`src/rtl/seg_display_scan.sv`:
```
// Four-digit common-anode seven-segment scanner for the stopwatch.
// Snapshots the BCD digits once per frame and blinks the pair under adjustment.
module seg_display_scan #(
   parameter int unsigned REFRESH_DIV = 100000,
   parameter int unsigned BLINK_DIV   = 25000000
) (
   input  logic       clk,
   input  logic       rst,
   input  logic [2:0] m10,
   input  logic [3:0] m1,
   input  logic [2:0] s10,
   input  logic [3:0] s1,
   input  logic       adj,
   input  logic       sel,
   output logic [3:0] an,
   output logic [6:0] seg,
   output logic       dp
);

   localparam int unsigned CNT_W = $clog2(REFRESH_DIV);
   localparam int unsigned BLK_W = $clog2(BLINK_DIV);

   localparam logic [6:0] SEG_BLANK = 7'h7F;
   localparam logic [6:0] SEG_DASH  = 7'h3F;

   logic [CNT_W-1:0] cnt;
   logic [1:0]       idx;
   logic [BLK_W-1:0] blk_cnt;
   logic             blink_off;

   logic [2:0] snap_m10;
   logic [3:0] snap_m1;
   logic [2:0] snap_s10;
   logic [3:0] snap_s1;

   logic       cnt_wrap_c;
   logic       blk_wrap_c;
   logic [3:0] digit_c;
   logic [3:0] digit_max_c;
   logic       blank_c;
   logic [6:0] seg_c;
   logic [3:0] an_c;
   logic       dp_c;

   function automatic logic [6:0] seg_decode(input logic [3:0] v);
      logic [6:0] code;
      case (v)
         4'd0:    code = 7'h40;
         4'd1:    code = 7'h79;
         4'd2:    code = 7'h24;
         4'd3:    code = 7'h30;
         4'd4:    code = 7'h19;
         4'd5:    code = 7'h12;
         4'd6:    code = 7'h02;
         4'd7:    code = 7'h78;
         4'd8:    code = 7'h00;
         4'd9:    code = 7'h10;
         default: code = SEG_DASH;
      endcase
      return code;
   endfunction

   assign cnt_wrap_c = (cnt == CNT_W'(REFRESH_DIV - 1));
   assign blk_wrap_c = (blk_cnt == BLK_W'(BLINK_DIV - 1));

   // Refresh slot counter and digit index; never stalls.
   always_ff @(posedge clk or negedge rst) begin
      if (!rst) begin
         cnt <= '0;
         idx <= '0;
      end else if (cnt_wrap_c) begin
         cnt <= '0;
         idx <= idx + 2'd1;
      end else begin
         cnt <= cnt + CNT_W'(1);
      end
   end

   // Capture at the frame boundary so one frame never mixes two counter values.
   always_ff @(posedge clk or negedge rst) begin
      if (!rst) begin
         snap_m10 <= '0;
         snap_m1  <= '0;
         snap_s10 <= '0;
         snap_s1  <= '0;
      end else if (cnt_wrap_c && (idx == 2'd3)) begin
         snap_m10 <= m10;
         snap_m1  <= m1;
         snap_s10 <= s10;
         snap_s1  <= s1;
      end
   end

   // Free-running blink phase.
   always_ff @(posedge clk or negedge rst) begin
      if (!rst) begin
         blk_cnt   <= '0;
         blink_off <= 1'b0;
      end else if (blk_wrap_c) begin
         blk_cnt   <= '0;
         blink_off <= ~blink_off;
      end else begin
         blk_cnt <= blk_cnt + BLK_W'(1);
      end
   end

   // Select the digit for the current slot and build the next pin values.
   always_comb begin
      digit_c     = '0;
      digit_max_c = 4'd9;
      case (idx)
         2'd0: begin
            digit_c     = snap_s1;
            digit_max_c = 4'd9;
         end
         2'd1: begin
            digit_c     = {1'b0, snap_s10};
            digit_max_c = 4'd5;
         end
         2'd2: begin
            digit_c     = snap_m1;
            digit_max_c = 4'd9;
         end
         default: begin
            digit_c     = {1'b0, snap_m10};
            digit_max_c = 4'd5;
         end
      endcase

      blank_c = adj & blink_off & (sel ? ~idx[1] : idx[1]);

      if (blank_c) begin
         seg_c = SEG_BLANK;
      end else if (digit_c > digit_max_c) begin
         seg_c = SEG_DASH;
      end else begin
         seg_c = seg_decode(digit_c);
      end

      an_c = ~(4'b0001 << idx);
      dp_c = ~((idx == 2'd2) & ~blank_c);
   end

   always_ff @(posedge clk or negedge rst) begin
      if (!rst) begin
         an  <= 4'b1111;
         seg <= SEG_BLANK;
         dp  <= 1'b1;
      end else begin
         an  <= an_c;
         seg <= seg_c;
         dp  <= dp_c;
      end
   end

endmodule

```
`config.mk`:
```
export PLATFORM = sky130hd
export DESIGN_NAME = seg_display_scan
export DESIGN_NICKNAME = d
export VERILOG_FILES = /design/src/rtl/seg_display_scan.sv
export SDC_FILE = /design/constraint.sdc
export NUM_CORES = 1
export LEC_CHECK = 0
export CAP_MARGIN = 20
export CORE_ASPECT_RATIO = 1.75
export CORE_MARGIN = 1.5
export CORE_UTILIZATION = 30
export DETAILED_ROUTE_END_ITERATION = 7
export GPL_TIMING_DRIVEN = 0
export PLACE_DENSITY = 0.48
export SETUP_SLACK_MARGIN = 0.02
export SYNTH_ARGS = -nofsm -noshare
export SYNTH_HDL_FRONTEND = slang
export SYNTH_SLANG_ARGS = --single-unit
```
`constraint.sdc`:
```
create_clock -name clk -period 3.1 [get_ports clk]
set_input_delay 0.465 -clock clk [delete_from_list [all_inputs] [get_ports clk]]
set_output_delay 0.465 -clock clk [all_outputs]
set_load 0.1 [all_outputs]
```
==> reports/results.txt <==
Sw Share: 22.1%
Hold Fails Final Rpt: 0
critical path, cell by cell: inv_1, ha_2, a22oi_1, or2_2, clkbuf_1, inv_1, ha_1, a21oi_2, inv_1, a211oi_2, o2111ai_1
Post-Place Cells: 477
clk slew on worst S/H paths: 0.06 ns
Setup violations, final: 0
slowest cell delay on critical path: 0.41 ns
clock power share: 51.6%
Inserted Clock Buffers: 9
Worst Hold Class: input pin to async pin
Detail Placement HPWL: 5.62 mm
Critical-path top delay cell: dfrtp_1
area grow syn2layout: 24.5%
FFs w/ async S/R, synth: 100%
CTS Buffer Depth: 2
syn_nets: 345
num rows: 51
Comb pwr share: 7.2%
# nets final: 386
DRC Markers: 0
Iter 0 DRT Violations: 103
Syn Inst Count: 315
Avg Cell Area, Syn: 10.9 um2
antenna violations before repair: 0
grt met2 use: 26.1%
Syn Std Cell Area: 3430 um2
synth unique cells: 43
slew margin rel.: 35.1%
Ports: 30
Most used DFF post-synth: dfrtp_1
die area: 12100 um2
Crit Path Category: flop to flop
port bufs: 29
first-pass GRT wire length: 13.2 mm
clk_lat worst skew: 0.33 ns
Post-synth EDFFs: 0
Critical Path AT: 3.07 ns
final WL: 7.74 mm
initial core utilization: 30.7%
htree depth: 3
Final Max Tran Viols: 0
layout cells sized above 1: 16.6%
FF+latch count, synth: 71
met3 usage: 3.14%
Startpoint Class: flop
Die Ht: 145 um
WP data required: 3.32 ns
internal power: 1.81 mW
peak supply drop: 0.275 mV
DP Area: 3910 um2
Top Usage Layer GRT: met2
setup total negative slack: 0 ns
run status: finished, final reports clean
layout filler cell count: 1074
Wirelength per Cell: 15.7 um
Ant. Diodes: 0
Die Span X: 83.9 um
Ys Warns: 0
CP Max Fanout: 7
drt via density: 5.13
M1 GR Usage: 14.6%
Top cell by count, worst path: inv_1
DRT Pass-1 Iters: 4
Cell Count, Final, Fillers Out: 493
crit path time final: 2.85 ns
# clock sinks: 71
number of global-route vias before repair: 2771
CP bufs+invs: 4
gr usage total: 14.0%
Core Box Area: 11200 um2
switching pwr: 0.512 mW
final worst path period share: 92.0%
LEAKAGE: 1.82 nW
sequential fraction of design power: 41.2%
Max Cap Viol: 0
power density cells: 543 nW/um2
TritonCTS clock tree: yes
RSZ-0062 raised after global routing: no
Post-CTS Hold Buffers: 0
Clock Skew: 0.00966 ns
slew at the pin closest to its max-slew limit: 0.970 ns
sequential share of the synthesized area: 52.2%
CTS Root Cell: clkbuf_16
Via Count: 2528
gp weighted congestion: 0.789
Final Instance Area: 4270 um2
GR Overflow Total: 0
pin count of the biggest net entering global routing: 42
cell family with most CP delay: compound AO/OA/AOI/OAI gates
Crit. End Element: flop
antenna viol nets, final: 0
Highest Clock Rate: 0.351 GHz
==> worst register-to-register path, stage by stage, from the launching register on <==
cell,delay [ns]
dfrtp_1,0.41
inv_1,0.14
ha_2,0.29
a22oi_1,0.11
or2_2,0.28
clkbuf_1,0.17
inv_1,0.15
ha_1,0.28
a21oi_2,0.20
inv_1,0.09
a211oi_2,0.40
o2111ai_1,0.22
==> cell families after synthesis <==
| logic type | share of synthesized area, % |
|---|---|
| AND/OR/NAND/NOR | 19.8 |
| flip-flops | 52.2 |
| AO/OA/AOI/OAI | 8.16 |
| XOR/XNOR | 7.65 |
| buffers and inverters | 2.62 |
| multiplexers | 5.17 |
| adder cells (fa/ha/maj) | 4.37 |
==> layout by cell type, fill, tap and decap left out, drive strengths merged, types with 2 or more instances in the layout <==
cell and n:
or4 5, dfstp 12, a22oi 3, inv 15, xor2 15, bufinv 3
a21o 3, mux2 14, o31ai 3, nor2b 5, nand4 13, clkbuf 13
mux2i 2, ha 12, and4 6, o41ai 2, xnor2 15, clkdlybuf4s50 28
clkinv 2, buf 6, and3 4, nor2 20, nor4 4, dfrtp 59
nor3 5, a21oi 14, and2 4, or3 8, o21ai 12, a211oi 4
nand3 21, nand2 19
==> timing repair <==
action                                  in CTS  in global routing
setup buffers                                0                  0
gates resized for setup                      2                  3
endpoints found under the setup margin       7                  6
gates cloned                                 0                  0
==> stage by stage <==
stage,hold slack [ns],setup WS (ns),util (%),power (mW)
after CTS,0.0829,0.0607,38.2,2.36
after global placement,0.469,-0.972,34.8,1.14
after detailed placement,0.443,-0.124,35.0,1.14
after global routing,0.101,0.0857,38.3,2.41
final,0.0743,0.248,38.3,2.32
after floorplan,0.169,0.502,-,1.07
==> area by class of cell <==
class                      instances  area [um2]  share of cell area (%)
tap                              132         165                    3.86
multi-input combinational        222        1570                    36.8
buffer                             7        33.8                   0.790
sequential                        71        1790                    41.9
clock inverter                     6         108                    2.52
inverter                          15        56.3                    1.32
clock buffer                      10         239                    5.59
timing repair buffer              30         308                    7.20
==> routing by layer <==
layer	share of wire, %	routed length (um)
met1	40	3090
met2	55	4250
met3	2.7	208
met4	2.5	191
met5	0	0
==> worst paths after layout <==
check                           slack [ns]         to      start  cells after the start
worst max register to register        0.25     seg[3]     idx[0]                     11
worst max-delay path                  0.25     seg[3]     idx[0]                     11
worst min-delay path                  0.07     cnt[2]        rst                      1
max in group asynchronous             2.44      an[2]        rst                      2
min in group clk                      0.47  blink_off  blink_off                      1
worst min register to register        0.47  blink_off  blink_off                      1
==> power by group through the flow <==
stage | clock network, mW | registers [mW] | logic (mW)
after floorplan | 0 | 1.04 | 0.0351
after global routing | 1.27 | 0.958 | 0.181
after detailed placement | 0 | 0.973 | 0.168
after CTS | 1.23 | 0.957 | 0.169
final | 1.20 | 0.957 | 0.168
after global placement | 0 | 0.973 | 0.163
==> sequential cells by signal, summed over array words and instances (netlist names), 2 cells and up <==
name and count:
blk_cnt 25, snap_m10 3, snap_s10 3, an 4, cnt 17, seg 7, idx 2, snap_m1 4
snap_s1 4
==> cells in the mapped netlist (2+ instances only) <==
cell / count / area share (%)
nor2b_1: 5 / 0.91
or3_1: 8 / 1.5
a21oi_1: 14 / 2.0
nor4_1: 2 / 0.36
ha_1: 12 / 4.4
mux2_2: 14 / 4.6
xnor2_1: 15 / 3.8
nand4_1: 12 / 2.2
buf_2: 3 / 0.44
and4_1: 6 / 1.5
nor3_1: 5 / 0.73
mux2i_1: 2 / 0.58
a22oi_1: 3 / 0.66
inv_1: 15 / 1.6
clkbuf_1: 3 / 0.33
nor2_1: 20 / 2.2
o31ai_1: 3 / 0.66
nand3_1: 20 / 2.9
o41ai_1: 2 / 0.51
and2_1: 4 / 0.73
a21o_1: 3 / 0.66
dfstp_2: 12 / 9.2
nand2_1: 19 / 2.1
a211oi_1: 4 / 0.87
xor2_1: 15 / 3.8
and3_1: 4 / 0.73
or4_1: 5 / 1.1
o21ai_0: 12 / 1.7
dfrtp_1: 59 / 43
No activity file was read; power rests on OpenSTA's default activity.
